File: src/rtl/dsram_ctrl_pkg.sv
// Shared types and defaults for the 16-bit asynchronous SRAM data-memory controller.
// The access FSM walks IDLE -> LO/HI halfword phases -> DONE.
package dsram_ctrl_pkg;

   typedef enum logic [1:0] {
      DsrIdle = 2'd0,
      DsrLo   = 2'd1,
      DsrHi   = 2'd2,
      DsrDone = 2'd3
   } dsr_state_e;

   localparam int unsigned DefaultWaitCycles = 1;

   // Byte enables of the halfword addressed by the given phase ({ub, lb} order).
   function automatic logic [1:0] half_bwe(input logic [3:0] bwe, input logic hi);
      return hi ? bwe[3:2] : bwe[1:0];
   endfunction

endpackage

File: src/rtl/dsram_ctrl_sram_phase_cnt.sv
// Per-phase cycle counter: SETUP (1) + PULSE (WAIT_CYCLES) + HOLD (1), cleared on phase entry.
// Flags decode the current cycle; pulse_next tells the strobe flops what the next cycle is.
module sram_phase_cnt #(
   parameter int unsigned WAIT_CYCLES = 1
) (
   input  logic clk,
   input  logic rst_n,
   input  logic clear,
   output logic is_setup,
   output logic is_pulse,
   output logic is_last,
   output logic pulse_next
);

   localparam int unsigned CntW = $clog2(WAIT_CYCLES + 2);
   localparam logic [CntW-1:0] LastCnt  = CntW'(WAIT_CYCLES + 1);
   localparam logic [CntW-1:0] PulseEnd = CntW'(WAIT_CYCLES);

   logic [CntW-1:0] cnt_q, cnt_d;

   // Saturates on the HOLD cycle so an idle controller never wraps into a fake pulse.
   always_comb begin
      cnt_d = cnt_q;
      if (clear) begin
         cnt_d = '0;
      end else if (!is_last) begin
         cnt_d = cnt_q + CntW'(1);
      end
   end

   always_ff @(posedge clk or negedge rst_n) begin
      if (!rst_n) begin
         cnt_q <= '0;
      end else begin
         cnt_q <= cnt_d;
      end
   end

   assign is_setup   = (cnt_q == '0);
   assign is_last    = (cnt_q == LastCnt);
   assign is_pulse   = !is_setup && !is_last;
   assign pulse_next = !clear && (cnt_q < PulseEnd);

endmodule

File: src/rtl/dsram_ctrl.sv
// MEM-stage data-memory responder driving an asynchronous 16-bit SRAM in two halfword phases.
// Returns the raw 32-bit load word; lane alignment happens upstream.
module dsram_ctrl
   import dsram_ctrl_pkg::*;
#(
   parameter int unsigned SRAM_AW     = 18,
   parameter int unsigned WAIT_CYCLES = DefaultWaitCycles
) (
   input  logic               clk,
   input  logic               rst_n,
   input  logic [31:0]        MEM_Addr_in,
   input  logic               MEM_memop_in,
   input  logic               MEM_memwr_in,
   input  logic [3:0]         MEM_bwe_in,
   input  logic [31:0]        MEM_STData_in,
   output logic [31:0]        MEM_LDData_out,
   output logic               mem_stall_out,
   output logic [SRAM_AW-1:0] sram_addr_out,
   input  logic [15:0]        sram_dq_in,
   output logic [15:0]        sram_dq_out,
   output logic               sram_dq_oe,
   output logic               sram_ce_n,
   output logic               sram_oe_n,
   output logic               sram_we_n,
   output logic               sram_ub_n,
   output logic               sram_lb_n
);

   dsr_state_e state_q, state_d;

   logic [SRAM_AW-2:0] addr_q;
   logic               wr_q;
   logic [3:0]         bwe_q;
   logic [31:0]        data_q;
   logic [15:0]        lo_buf_q;
   logic [31:0]        ld_q;

   logic [SRAM_AW-2:0] req_addr;
   logic               req_wr;
   logic [3:0]         req_bwe;
   logic [31:0]        req_data;

   logic is_setup, is_pulse, is_last, pulse_next;
   logic cnt_clear, phase_next, hi_next;

   logic               ce_n_q, oe_n_q, we_n_q, ub_n_q, lb_n_q, dq_oe_q;
   logic               ce_n_d, oe_n_d, we_n_d, ub_n_d, lb_n_d, dq_oe_d;
   logic [SRAM_AW-1:0] addr_out_q, addr_out_d;
   logic [15:0]        dq_out_q, dq_out_d;

   logic unused_addr_bits;
   assign unused_addr_bits = ^{MEM_Addr_in[31:SRAM_AW+1], MEM_Addr_in[1:0]};

   sram_phase_cnt #(
      .WAIT_CYCLES (WAIT_CYCLES)
   ) u_phase_cnt (
      .clk        (clk),
      .rst_n      (rst_n),
      .clear      (cnt_clear),
      .is_setup   (is_setup),
      .is_pulse   (is_pulse),
      .is_last    (is_last),
      .pulse_next (pulse_next)
   );

   // In IDLE the request is still on the inputs; afterwards the latched copy is authoritative.
   always_comb begin
      if (state_q == DsrIdle) begin
         req_addr = MEM_Addr_in[SRAM_AW:2];
         req_wr   = MEM_memwr_in;
         req_bwe  = MEM_bwe_in;
         req_data = MEM_STData_in;
      end else begin
         req_addr = addr_q;
         req_wr   = wr_q;
         req_bwe  = bwe_q;
         req_data = data_q;
      end
   end

   always_comb begin
      state_d = state_q;
      unique case (state_q)
         DsrIdle: begin
            if (MEM_memop_in) begin
               if (MEM_memwr_in && (MEM_bwe_in[1:0] == 2'b00)) begin
                  state_d = (MEM_bwe_in[3:2] == 2'b00) ? DsrDone : DsrHi;
               end else begin
                  state_d = DsrLo;
               end
            end
         end
         DsrLo: begin
            if (is_last) begin
               state_d = (wr_q && (bwe_q[3:2] == 2'b00)) ? DsrDone : DsrHi;
            end
         end
         DsrHi: begin
            if (is_last) begin
               state_d = DsrDone;
            end
         end
         DsrDone: state_d = DsrIdle;
         default: state_d = DsrIdle;
      endcase
   end

   assign phase_next = (state_d == DsrLo) || (state_d == DsrHi);
   assign hi_next    = (state_d == DsrHi);
   assign cnt_clear  = phase_next && (state_d != state_q);

   // Strobes are computed for the coming cycle so every SRAM pin leaves a flop.
   always_comb begin
      ce_n_d     = !phase_next;
      oe_n_d     = !(phase_next && !req_wr);
      we_n_d     = !(phase_next && req_wr && pulse_next);
      dq_oe_d    = phase_next && req_wr;
      addr_out_d = addr_out_q;
      dq_out_d   = dq_out_q;
      {ub_n_d, lb_n_d} = 2'b11;
      if (phase_next) begin
         addr_out_d = {req_addr, hi_next};
         {ub_n_d, lb_n_d} = req_wr ? ~half_bwe(req_bwe, hi_next) : 2'b00;
         if (req_wr) begin
            dq_out_d = hi_next ? req_data[31:16] : req_data[15:0];
         end
      end
   end

   always_ff @(posedge clk or negedge rst_n) begin
      if (!rst_n) begin
         state_q    <= DsrIdle;
         addr_q     <= '0;
         wr_q       <= 1'b0;
         bwe_q      <= 4'b0000;
         data_q     <= '0;
         lo_buf_q   <= '0;
         ld_q       <= '0;
         ce_n_q     <= 1'b1;
         oe_n_q     <= 1'b1;
         we_n_q     <= 1'b1;
         ub_n_q     <= 1'b1;
         lb_n_q     <= 1'b1;
         dq_oe_q    <= 1'b0;
         addr_out_q <= '0;
         dq_out_q   <= '0;
      end else begin
         state_q    <= state_d;
         ce_n_q     <= ce_n_d;
         oe_n_q     <= oe_n_d;
         we_n_q     <= we_n_d;
         ub_n_q     <= ub_n_d;
         lb_n_q     <= lb_n_d;
         dq_oe_q    <= dq_oe_d;
         addr_out_q <= addr_out_d;
         dq_out_q   <= dq_out_d;
         if ((state_q == DsrIdle) && MEM_memop_in) begin
            addr_q <= req_addr;
            wr_q   <= req_wr;
            bwe_q  <= req_bwe;
            data_q <= req_data;
         end
         // The full word updates only at the end of HI so the previous load stays visible.
         if ((state_q == DsrLo) && is_last && !wr_q) begin
            lo_buf_q <= sram_dq_in;
         end
         if ((state_q == DsrHi) && is_last && !wr_q) begin
            ld_q <= {sram_dq_in, lo_buf_q};
         end
      end
   end

   always_comb begin
      mem_stall_out = ((state_q == DsrIdle) && MEM_memop_in) ||
                      (state_q == DsrLo) || (state_q == DsrHi);
   end

   assign MEM_LDData_out = ld_q;
   assign sram_addr_out  = addr_out_q;
   assign sram_dq_out    = dq_out_q;
   assign sram_dq_oe     = dq_oe_q;
   assign sram_ce_n      = ce_n_q;
   assign sram_oe_n      = oe_n_q;
   assign sram_we_n      = we_n_q;
   assign sram_ub_n      = ub_n_q;
   assign sram_lb_n      = lb_n_q;

   // The write strobe must line up with the counter's PULSE window, never SETUP.
   a_we_window: assert property (@(posedge clk) disable iff (!rst_n)
      ((state_q == DsrLo) || (state_q == DsrHi)) |-> (sram_we_n == !(wr_q && is_pulse)));
   a_setup_quiet: assert property (@(posedge clk) disable iff (!rst_n)
      ((state_q != DsrIdle) && (state_q != DsrDone) && is_setup) |-> sram_we_n);

endmodule

File: config.mk
export PLATFORM = sky130hd
export DESIGN_NAME = dsram_ctrl
export DESIGN_NICKNAME = d
export VERILOG_FILES = /design/src/rtl/dsram_ctrl_pkg.sv /design/src/rtl/dsram_ctrl_sram_phase_cnt.sv /design/src/rtl/dsram_ctrl.sv
export SDC_FILE = /design/constraint.sdc
export NUM_CORES = 1
export LEC_CHECK = 0
export ABC_AREA = 1
export BUFFER_PORTS_ARGS = -buffer_cell sky130_fd_sc_hd__buf_2
export CORE_MARGIN = 2
export CORE_UTILIZATION = 45
export DETAILED_ROUTE_END_ITERATION = 8
export PLACE_DENSITY = 0.75
export SLEW_MARGIN = 5
export SYNTH_ARGS = -nofsm -noshare
export SYNTH_HDL_FRONTEND = slang
export SYNTH_SLANG_ARGS = --single-unit
File: constraint.sdc
create_clock -name clk -period 2.5 [get_ports clk]
set_input_delay 0.375 -clock clk [delete_from_list [all_inputs] [get_ports clk]]
set_output_delay 0.375 -clock clk [all_outputs]
set_load 0.05 [all_outputs]
Word-level counts from Yosys, hierarchy flattened
Index checks and enable logic that the tools add are counted.
- memories kept: 0
- bits in latches: 0
- output and inout bits: 73
- flip-flop bits (word level): 146
- memory bits (writable): 0
- logic and storage cells: 71
- bits in read-only memories: 0
- bits of input ports: 88
- $lt $le $gt $ge: 1
- div/mod/pow operators: 0
- add/sub/neg operators: 1
- equal/unequal tests: 8
- bitwise operators: 1
- mux-type cells: 18
- shift operators: 0
- $mul: 0
- reduce and logical (&&, ||, !) cells: 26
- operator list (operator ; number):
    32-bit 2-to-1 mux ; 1
    17-bit 2-to-1 mux ; 1
    16-bit 2-to-1 mux ; 1
    2-bit 2-to-1 mux ; 8
    1-bit logical AND ; 12
    2-bit equality test, second input constant ; 4
    2-bit logical NOT ; 4
    2-bit one-hot mux with 4 select lines ; 1
    1-bit logical NOT ; 6
    1-bit 2-to-1 mux ; 5
    2-bit by 1-bit equality test with 1-bit output, second input constant ; 2
    4-bit 2-to-1 mux ; 1
    1-bit logical OR ; 3
    2-bit by 1-bit adder with 2-bit output, second input constant ; 1
    2-bit by 1-bit < comparator with 1-bit output, second input constant ; 1
    2-bit by 1-bit != test with 1-bit output, second input constant ; 1
    2-bit != test ; 1
    2-bit inverter ; 1
    2-bit AND reduction ; 1

Depth between registers and ports, before layout
Gate-level depths: netlist of the first run.
- word-level depth: 12
- gate-level depth with buffers: 13
- mapped depth without buffers: 12

Modules after synthesis
From an unflattened synthesis of the first run, not the netlist that was laid out.
- cell total of the unflattened synthesis: 719
- area total of the unflattened synthesis: 6344.8 µm²
- modules (own cells, without submodules) (module ; sequential area each (µm²) ; cells an instance ; area an instance (µm²) ; instances):
    dsram_ctrl ; 3609.7 ; 700 ; 6190.9 ; 1
    sram_phase_cnt ; 50.0 ; 19 ; 153.9 ; 1

Worst setup path before layout of the first run
OpenSTA, ideal clock, no wires.
- path kind: reg2reg
- start: register state_q[1]
- end: register addr_out_q[11] (netlist: sram_addr_out[11])
- path buffers: 2
- data required time: 2424 ps
- clock period less this slack: 2060 ps
- library setup time: 76 ps
- slack: 440 ps
- arrival time: 1983 ps
- stages on the path, launching flop included: 12
- path through: dfrtp_1 nor2_4 inv_2 nor2_4 nand2_1 nand3_1 inv_1 ha_1 buf_2 clkbuf_1 nand2_1 o21ai_1
- word-level cells in the longest chain between the ends: 4
- elaborated cells on any way between the ends: 12
- those cells by class: 5 x eq/ne; 5 x mux; 2 x reduce/logical
- RTL lines (element ; RTL line ; source):
    start: declaration ; dsram_ctrl.sv:29 ; dsr_state_e state_q, state_d;
    start signal: assignment ; dsram_ctrl.sv:132 ; state_q <= DsrIdle;
    start signal: assignment ; dsram_ctrl.sv:148 ; state_q <= state_d;
    2-bit equality test, or another cell as far along ; dsram_ctrl.sv:83 ; unique case (state_q)
    2-bit one-hot mux with 4 select lines (*) ; dsram_ctrl.sv:83 ;
    via state_d[0] ; dsram_ctrl.sv:29 ;
    2-bit by 1-bit equality test with 1-bit output / 2-bit equality test (equally long branches) ; dsram_ctrl.sv:108 ; assign phase_next = (state_d == DsrLo) || (state_d == DsrHi);
    1-bit logical OR (*) ; dsram_ctrl.sv:108 ;
    end signal: assignment ; dsram_ctrl.sv:155 ; addr_out_q <= addr_out_d;
    end: declaration ; dsram_ctrl.sv:48 ; logic [SRAM_AW-1:0] addr_out_q, addr_out_d;
Mark *: on every way through the listed nets, which the timed path passes. The rest lies on a longest branch.
A chain may end at the register's enable or synchronous reset.

Final worst setup path of the first run
- start: register state_q[1]
- end: output mem_stall_out
- word-level cells in the longest chain between the ends: 4
- elaborated cells on any way between the ends: 6
- those cells by class: 2 x eq/ne; 4 x reduce/logical
- RTL lines (element ; RTL line ; source):
    2-bit logical NOT ; dsram_ctrl.sv:174 ; mem_stall_out = ((state_q == DsrIdle) && MEM_memop_in) ||
    1-bit logical AND ; dsram_ctrl.sv:174 ;
    1-bit logical OR ; dsram_ctrl.sv:174 ;
    1-bit logical OR (*) ; dsram_ctrl.sv:175 ; (state_q == DsrLo) || (state_q == DsrHi);
    end: declaration ; dsram_ctrl.sv:17 ; output logic mem_stall_out,
Mark *: on every way between the ends. The rest lies on a longest branch, timed or not.

==> impl_metrics.json, run 1 <==
{
  "status": "completed",
  "seq_area_frac_synth_pct": 57.54,
  "htreeDepth": 4,
  "grt_use_total_pct": 20.00,
  "r2r_slack_ns": 0.26,
  "hold_class": "primary input to flip-flop",
  "wire_per_inst_um": 13.68,
  "rows": 43,
  "skew_ns": 0.009488,
  "nNetsFinal": 942,
  "numCtsBuffers": 17,
  "detail-route-antenna-nets": 0,
  "final_core_util_pct": 57.14,
  "drc": 0,
  "syn_area_sq_um": 6360,
  "synth-edff-count": 0,
  "slowest_stage": "dfrtp_1",
  "reg2reg_depth": 11,
  "path_buf_inv": 4,
  "p_per_area_nw_per_um2": 1655,
  "place_hpwl_um": 9194,
  "path_depth": 7,
  "cts.clk_slew.worst_paths_ns": 0.06,
  "ios": 161,
  "clk_latency_ns": 0.42,
  "area_delta_synth_final_pct": 24.22,
  "drtPass1Iterations": 4,
  "critPathMaxFanout": 21,
  "drive_gt1_share_pct": 27.58,
  "overflow": 0,
  "slew_viol_final": 0,
  "grt_max_degree": 77,
  "cp.required_ns": 2.12,
  "place_area_sq_um": 7252,
  "synth_cell_types": 26,
  "avgSynthCellArea_sq_um": 8.945,
  "die_y_um": 122.9,
  "hold_viol_final": 0,
  "grt_pass1_wl_um": 23340,
  "synth.net_count": 803,
  "r2r_end": "sram_dq_out[7]$_DFFE_PN0P_",
  "cts.sink_count": 146,
  "crit_family": "buffers and inverters",
  "final_area_sq_um": 7900,
  "postSynthCellCount": 711,
  "worstSetupPathType": "flip-flop to output port",
  "critPathCaptureType": "output port",
  "fillers": 1260,
  "initial_utilization_pct": 46.00,
  "setup_violations": 0,
  "drtIter0Drc": 238,
  "r2r_start": "u_phase_cnt.cnt_q[0]$_DFFE_PN0P_",
  "max_stage_delay_ns": 0.42,
  "leakage_uw": 0.004133,
  "gp_congestion": 0.7590,
  "die-area_sq_um": 15100,
  "vias_per_cell": 4.875,
  "path_cells": "nor2_4, inv_2, nor2_4, buf_4, inv_2, nand3_1, buf_12",
  "portBuffers": 145,
  "die_w_um": 122.9,
  "drv_cap": 0,
  "slew_headroom_pct": 61.04,
  "clockBufferDepth": 2,
  "startpoint": "state_q[1]$_DFF_PN0_",
  "cts_tree": "yes",
  "holdWs_ns": 0.1660,
  "crit_end": "mem_stall_out",
  "core_area_sq_um": 13830,
  "cts_setup_buffers": 0,
  "fmax_mhz": 444.6,
  "synth_seq_cells": 146,
  "startpoint_type": "flip-flop",
  "rsz0062_at_grt": "false",
  "cp.arrival_ns": 1.87,
  "tightest_slew_ns": 0.5844,
  "ys_async_sr_fraction_pct": 100.0,
  "cts_root_buf": "clkbuf_16",
  "vias": 5085,
  "min_period_ns": 2.249,
  "antenna_cells_inserted": 0,
  "tns_ns": 0,
  "wl_um": 14260,
  "synthFlopType": "dfrtp_1",
  "yosysWarnings": 0,
  "antenna_found_initial": 1,
  "ir_worst_vdd_mv": 0.8294,
  "grt_pass1_vias": 4760,
  "fin_crit_sh_pct": 89.96
}
==> cells by family (layout without fill, tap and decap cells) <==
logic type | Yosys count | after routing | share of synthesized area (%)
simple gates | 260 | 260 | 16.11
compound gates | 174 | 174 | 14.85
flops | 146 | 146 | 57.54
buf+inv | 109 | 261 | 7.574
mux | 17 | 17 | 2.990
fa+ha+maj | 4 | 4 | 0.7870
xor+xnor | 1 | 1 | 0.1377
==> per-stage QoR <==
stage	cells	setup WS (ns)	power, uW
4_1_cts	1043	0.1281	13200
6_report	1043	0.2510	13070
3_3_place_gp	1010	0.2418	10260
2_1_floorplan	711	0.4403	8820
3_5_place_dp	1010	0.1591	10420
5_1_grt	1043	0.05109	14050
==> flip-flops by register name, indices dropped and copies added, names as in the netlist, 2 cells and up <==
signal             flops
MEM_LDData_out        32
data_q                32
sram_addr_out         18
addr_q                17
lo_buf_q              16
sram_dq_out           16
bwe_q                  4
state_q                2
u_phase_cnt.cnt_q      2
==> layer usage <==
metal / routed length [um] / vias to the layer above / track usage [%]
li1: - / 2540 / -
met1: 6610 / 2377 / 27.63
met2: 6490 / 145 / 30.21
met3: 947 / 21 / 5.948
met4: 205 / 2 / 6.609
met5: 11 / - / 0
==> final cells by class <==
| type | instances | area, sq um | area share [%] |
|---|---|---|---|
| inverters | 69 | 259.0 | 3.278 |
| clock inverters | 13 | 182.7 | 2.312 |
| well taps | 180 | 225.2 | 2.851 |
| flip-flops and latches | 146 | 3660 | 46.33 |
| multi-input cells | 456 | 2221 | 28.11 |
| clock buffers | 19 | 452.9 | 5.733 |
| repair buffers | 160 | 899.6 | 11.39 |
==> placed cells by master (no fill, tap or decap), types with 4 or more instances in the layout <==
cell / count
nand3_1: 8
o211ai_1: 4
mux2_2: 16
clkbuf_16: 17
nand2_1: 224
nor2_1: 22
dfrtp_1: 141
a21oi_1: 20
o21ai_0: 119
o21ai_2: 17
buf_2: 143
dfstp_2: 5
o21ai_1: 14
inv_1: 65
inv_2: 4
buf_12: 4
bufinv_16: 4
clkinv_2: 4
buf_4: 11
==> synth_stat cells, types with 5 or more instances <==
cell type / count / area (sq um)
clkbuf_1: 19 / 71.32
buf_2: 9 / 45.04
inv_1: 65 / 244.0
nor2_1: 22 / 82.58
buf_6: 5 / 56.30
mux2_2: 16 / 180.2
nand2_1: 224 / 840.8
a21oi_1: 20 / 100.1
dfrtp_1: 141 / 3528
o21ai_2: 17 / 148.9
buf_4: 6 / 45.04
o21ai_0: 119 / 595.6
dfstp_2: 5 / 131.4
o21ai_1: 14 / 70.07
nand3_1: 8 / 40.04
==> where the power goes <==
part	total, uW	internal, uW	leakage, uW	switching [uW]
sequential	4100	3540	0.00178	562
combinational	6260	1750	0.00204	4510
clock	2700	1720	0.000313	982
total	13100	7020	0.00413	6050
==> worst min path at each step <==
stage              startpoint                            end  cells after the start
2_1_floorplan           rst_n  MEM_LDData_out[0]$_DFFE_PN0P_                      0
3_3_place_gp            rst_n          data_q[2]$_DFFE_PN0P_                      1
3_5_place_dp            rst_n          data_q[2]$_DFFE_PN0P_                      1
4_1_cts        MEM_Addr_in[6]          addr_q[4]$_DFFE_PN0P_                      3
5_1_grt        MEM_Addr_in[6]          addr_q[4]$_DFFE_PN0P_                      3
6_report       MEM_Addr_in[3]          addr_q[1]$_DFFE_PN0P_                      3
==> timing repair <==
action | CTS | global route
gates resized for setup | 0 | 1
setup endpoints to repair | 0 | 20
hold buffers | 1 | 0
hold endpoints to repair | 53 | 0
==> tightest hold or removal path, cell delays in order <==
cell     delay [ns]
buf_2          0.08
nand2_1        0.04
nand2_1        0.05
No activity file was read; power rests on OpenSTA's default activity.
==> run 2: changes to the inputs <==
==> constraint.sdc (replaced) <==
create_clock -name clk -period 2.5 [get_ports clk]
set_input_delay 0.375 -clock clk [delete_from_list [all_inputs] [get_ports clk]]
set_output_delay 0.375 -clock clk [all_outputs]
set_load 0.01 [all_outputs]
==> impl_metrics.json, run 2 (synthesized netlist as in run 1, its figures left out) <==
{
  "setup_violations": 0,
  "drtPass1Iterations": 4,
  "ir_worst_vdd_mv": 0.7109,
  "rsz0062_at_grt": "false",
  "grt_pass1_wl_um": 23340,
  "wl_um": 14090,
  "vias": 5059,
  "cts_root_buf": "clkbuf_16",
  "path_cells": "inv_1, ha_1, nand2_1, nand2_1, nand3_1, inv_1, ha_2, nor2_8, buf_4, nand2_1, o21ai_0",
  "min_period_ns": 2.240,
  "detail-route-antenna-nets": 0,
  "drc": 0,
  "grt_pass1_vias": 4808,
  "clockBufferDepth": 2,
  "p_per_area_nw_per_um2": 1444,
  "grt_use_total_pct": 20.07,
  "startpoint_type": "flip-flop",
  "rows": 43,
  "cts_tree": "yes",
  "cp.required_ns": 2.83,
  "grt_max_degree": 67,
  "hold_viol_final": 0,
  "slew_headroom_pct": 59.54,
  "status": "completed",
  "wire_per_inst_um": 13.50,
  "htreeDepth": 4,
  "critPathCaptureType": "flip-flop",
  "place_hpwl_um": 9355,
  "die_y_um": 122.9,
  "antenna_cells_inserted": 0,
  "drv_cap": 0,
  "critPathMaxFanout": 17,
  "cts.sink_count": 146,
  "leakage_uw": 0.004135,
  "worstSetupPathType": "flip-flop to flip-flop",
  "skew_ns": 0.009197,
  "ios": 161,
  "nNetsFinal": 943,
  "numCtsBuffers": 17,
  "final_area_sq_um": 7903,
  "tightest_slew_ns": 0.6070,
  "portBuffers": 145,
  "clk_latency_ns": 0.42,
  "core_area_sq_um": 13830,
  "hold_class": "primary input to flip-flop",
  "slew_viol_final": 0,
  "place_area_sq_um": 7232,
  "cp.arrival_ns": 2.57,
  "antenna_found_initial": 0,
  "vias_per_cell": 4.846,
  "gp_congestion": 0.7648,
  "max_stage_delay_ns": 0.39,
  "area_delta_synth_final_pct": 24.26,
  "drive_gt1_share_pct": 27.55,
  "final_core_util_pct": 57.15,
  "die-area_sq_um": 15100,
  "die_w_um": 122.9,
  "fin_crit_sh_pct": 89.58,
  "drtIter0Drc": 229,
  "cts.clk_slew.worst_paths_ns": 0.06,
  "critPathMostFrequentCell": "nand2_1",
  "holdWs_ns": 0.1670,
  "final_common_cell": "nand2_1",
  "tns_ns": 0,
  "initial_utilization_pct": 46.00,
  "final_cell_mix": "nand2_1 (224), buf_2 (144), dfrtp_1 (141), o21ai_0 (119), inv_1 (65)",
  "overflow": 0,
  "slowest_stage": "dfrtp_1",
  "fmax_mhz": 446.5
}
run 2: area by class of cell:
cell class	instances	area, sq um
Clock inverter	8	146.4
Inverter	69	259.0
Sequential cell	146	3660
Timing Repair Buffer	161	879.6
Tap cell	180	225.2
Clock buffer	24	511.7
Multi-Input combinational cell	456	2221
Fill cell	1256	5924
run 2: routing by layer:
| layer | track usage (%) | routed length [um] | vias to the layer above |
|---|---|---|---|
| met1 | 27.02 | 6474 | 2341 |
| met2 | 29.97 | 6310 | 146 |
| met4 | 8.190 | 335 | 0 |
| met3 | 6.459 | 973 | 26 |
| met5 | 0 | 0 | - |
| li1 | - | - | 2546 |
run 2: stage by stage:
| step | worst slack (ns) | std cells | power (uW) |
|---|---|---|---|
| floorplan | 0.4439 | 711 | 7209 |
| global placement | 0.2628 | 1011 | 8566 |
| detailed placement | 0.1751 | 1011 | 8735 |
| CTS | 0.1556 | 1044 | 11530 |
| global route | 0.05212 | 1044 | 12420 |
| finish | 0.2605 | 1044 | 11410 |
run 2: worst max-delay path: cells and delay by family (launching register included):
| kind | cells | cell delay [ns] |
|---|---|---|
| fa+ha+maj | 2 | 0.63 |
| simple gates | 5 | 0.52 |
| buf+inv | 3 | 0.43 |
| flops | 1 | 0.39 |
| compound gates | 1 | 0.18 |
run 2: path summary, 6_finish.rpt:
path / from / end / slack, ns / depth (start not counted)
min in group asynchronous: rst_n / data_q[18]$_DFFE_PN0P_ / 0.52 / 2
setup reg to reg: u_phase_cnt.cnt_q[0]$_DFFE_PN0P_ / sram_dq_out[5]$_DFFE_PN0P_ / 0.26 / 11
hold reg to reg: addr_q[7]$_DFFE_PN0P_ / addr_q[7]$_DFFE_PN0P_ / 0.46 / 2
max in group asynchronous: rst_n / sram_lb_n$_DFF_PN1_ / 1.30 / 3
hold / removal: MEM_Addr_in[6] / addr_q[4]$_DFFE_PN0P_ / 0.17 / 3
setup / recovery: u_phase_cnt.cnt_q[0]$_DFFE_PN0P_ / sram_dq_out[5]$_DFFE_PN0P_ / 0.26 / 11
run 2: timing repair:
action,4_1_cts,5_1_grt
buffers inserted,0,0
endpoints found under the setup margin,0,14
endpoints found under the hold margin,60,0
resized for setup,0,1
hold buffers,1,0
run 2: report_power, final:
group / internal, uW / switching, uW
combinational: 1700 / 2860
clock: 1830 / 933
sequential: 3540 / 554
total: 7070 / 4340
==> run 3: changes to the inputs <==
- CORE_UTILIZATION: 45 -> 53
- PLACE_DENSITY: 0.75 -> 0.86
==> impl_metrics.json, run 3 (synthesized netlist as in run 1, its figures left out) <==
{
  "area_delta_synth_final_pct": 23.41,
  "detail-route-antenna-nets": 0,
  "final_common_cell": "nand2_1",
  "fillers": 938,
  "grt_pass1_vias": 5042,
  "drtPass1Iterations": 5,
  "grt_use_total_pct": 23.42,
  "htreeDepth": 4,
  "tns_ns": 0,
  "numCtsBuffers": 17,
  "cts.sink_count": 146,
  "overflow": 0,
  "vias_per_cell": 5.115,
  "wire_per_inst_um": 14.15,
  "drv_cap": 0,
  "vias": 5207,
  "cts_root_buf": "clkbuf_16",
  "gp_congestion": 0.7969,
  "ir_worst_vdd_mv": 0.6820,
  "clockBufferDepth": 2,
  "status": "completed",
  "fmax_mhz": 437.6,
  "rsz0062_at_grt": "false",
  "stdcell_count": 1018,
  "place_hpwl_um": 9306,
  "path_buf_inv": 3,
  "final_area_sq_um": 7849,
  "cp.required_ns": 2.81,
  "clockPowerShare_pct": 22.2,
  "wl_um": 14400,
  "slew_headroom_pct": 61.94,
  "fin_crit_sh_pct": 91.41,
  "seqPwrFrac_pct": 36.2,
  "crit_family": "adder cells",
  "switchingPower_uw": 4538,
  "slew_viol_final": 0,
  "skew_ns": 0.01149,
  "p_per_area_nw_per_um2": 1449,
  "final_cell_mix": "nand2_1 (224), buf_2 (144), dfrtp_1 (141), o21ai_0 (119), inv_1 (64)",
  "die_y_um": 113.5,
  "min_period_ns": 2.285,
  "max_stage_delay_ns": 0.52,
  "path_cells": "inv_1, ha_1, nand2_1, nand2_1, nand3_1, inv_1, ha_1, clkinvlp_4, o21ai_0, o21ai_0",
  "grt_max_degree": 78,
  "critPathCaptureType": "flip-flop",
  "cp.arrival_ns": 2.60,
  "leakage_uw": 0.004119,
  "worstSetupPathType": "flip-flop to flip-flop",
  "antenna_found_initial": 1,
  "layout_setup_ws_ns": 0.2147,
  "grt_pass1_wl_um": 23860,
  "drtIter0Drc": 378,
  "critPathMaxFanout": 10,
  "preCtsSetupSlack_ns": 0.09944,
  "portBuffers": 145,
  "ios": 161,
  "place_area_sq_um": 7213,
  "drc": 0,
  "slowest_stage": "ha_1",
  "power_uw": 11370,
  "cts_tree": "yes",
  "tightest_slew_ns": 0.5709,
  "dp.cells": 981,
  "die-area_sq_um": 12890,
  "core_area_sq_um": 11860,
  "hold_viol_final": 0,
  "comb_power_share_pct": 41.6,
  "rows": 40,
  "drive_gt1_share_pct": 28.16,
  "setup_violations": 0,
  "cts.clk_slew.worst_paths_ns": 0.06,
  "hold_class": "primary input to flip-flop",
  "internal-power_uw": 6833,
  "initial_utilization_pct": 53.62,
  "clk_latency_ns": 0.43,
  "netSwitchingFraction_pct": 39.91,
  "die_w_um": 113.5,
  "startpoint_type": "flip-flop",
  "nNetsFinal": 949
}
-- run 3: cell types whose count changed in the layout (fill, tap and decap cells not counted), sizes merged --
| cell | before | now |
|---|---|---|
| diode | 0 | 1 |
| inv | 69 | 72 |
| clkbuf | 24 | 18 |
| clkinv | 3 | 5 |
| clkinvlp | 1 | 5 |
| buf | 160 | 165 |
| bufinv | 4 | 2 |
-- run 3: final timing paths --
path	start	endpoint	slack [ns]	cells past startpoint
min reg2reg	addr_q[15]$_DFFE_PN0P_	addr_q[15]$_DFFE_PN0P_	0.46	2
max	u_phase_cnt.cnt_q[0]$_DFFE_PN0P_	sram_addr_out[5]$_DFFE_PN0N_	0.21	10
max in group asynchronous	rst_n	sram_ce_n$_DFF_PN1_	1.26	3
min in group asynchronous	rst_n	sram_dq_out[3]$_DFFE_PN0P_	0.51	2
min	MEM_Addr_in[12]	addr_q[10]$_DFFE_PN0P_	0.16	3
max reg2reg	u_phase_cnt.cnt_q[0]$_DFFE_PN0P_	sram_addr_out[5]$_DFFE_PN0N_	0.21	10
-- run 3: repair_timing --
item,CTS,global route
hold buffers,1,0
buffers inserted,0,2
hold endpoints to repair,55,0
endpoints found under the setup margin,0,19
gates resized for setup,0,3
-- run 3: power groups by stage --
stage	registers (uW)	logic (uW)	clock network (uW)
after floorplan	4300	2910	0
after global placement	4090	4440	0
after detailed placement	4140	4600	0
after CTS	4120	4630	2560
after global routing	4260	5350	2670
final	4120	4720	2530
-- run 3: area by class of cell --
class	instances	area [sq um]	area share, %
flip-flops and latches	146	3660	46.63
multi-input cells	456	2218	28.26
repair buffers	166	920.9	11.73
clock buffers	18	439.2	5.595
inverters	69	262.8	3.348
well taps	147	183.9	2.343
clock inverters	14	153.9	1.961
repair inverters	1	7.507	0.09565
diodes	1	2.502	0.03188
-- run 3: stage by stage --
step           hold WS [ns]  utilization (%)
2_1_floorplan       0.07941                -
3_3_place_gp         0.3842            60.81
3_5_place_dp         0.3898            60.81
4_1_cts              0.1526            65.90
5_1_grt              0.1684            66.17
6_report             0.1618            66.17
-- run 3: worst reg2reg max path, delay by kind of cell (launching register included) --
family	cells	cell delay, ns
fa+ha+maj	2	0.79
buf+inv	3	0.48
flops	1	0.36
simple gates	3	0.30
compound gates	2	0.23
-- run 3: routing by layer --
layer	part of all wire (%)	up-vias	global-route usage [%]
met4	2.0	0	9.024
met2	47	173	37.56
met1	44	2445	30.37
li1	-	2566	-
met5	0	-	0
met3	6.5	23	6.908
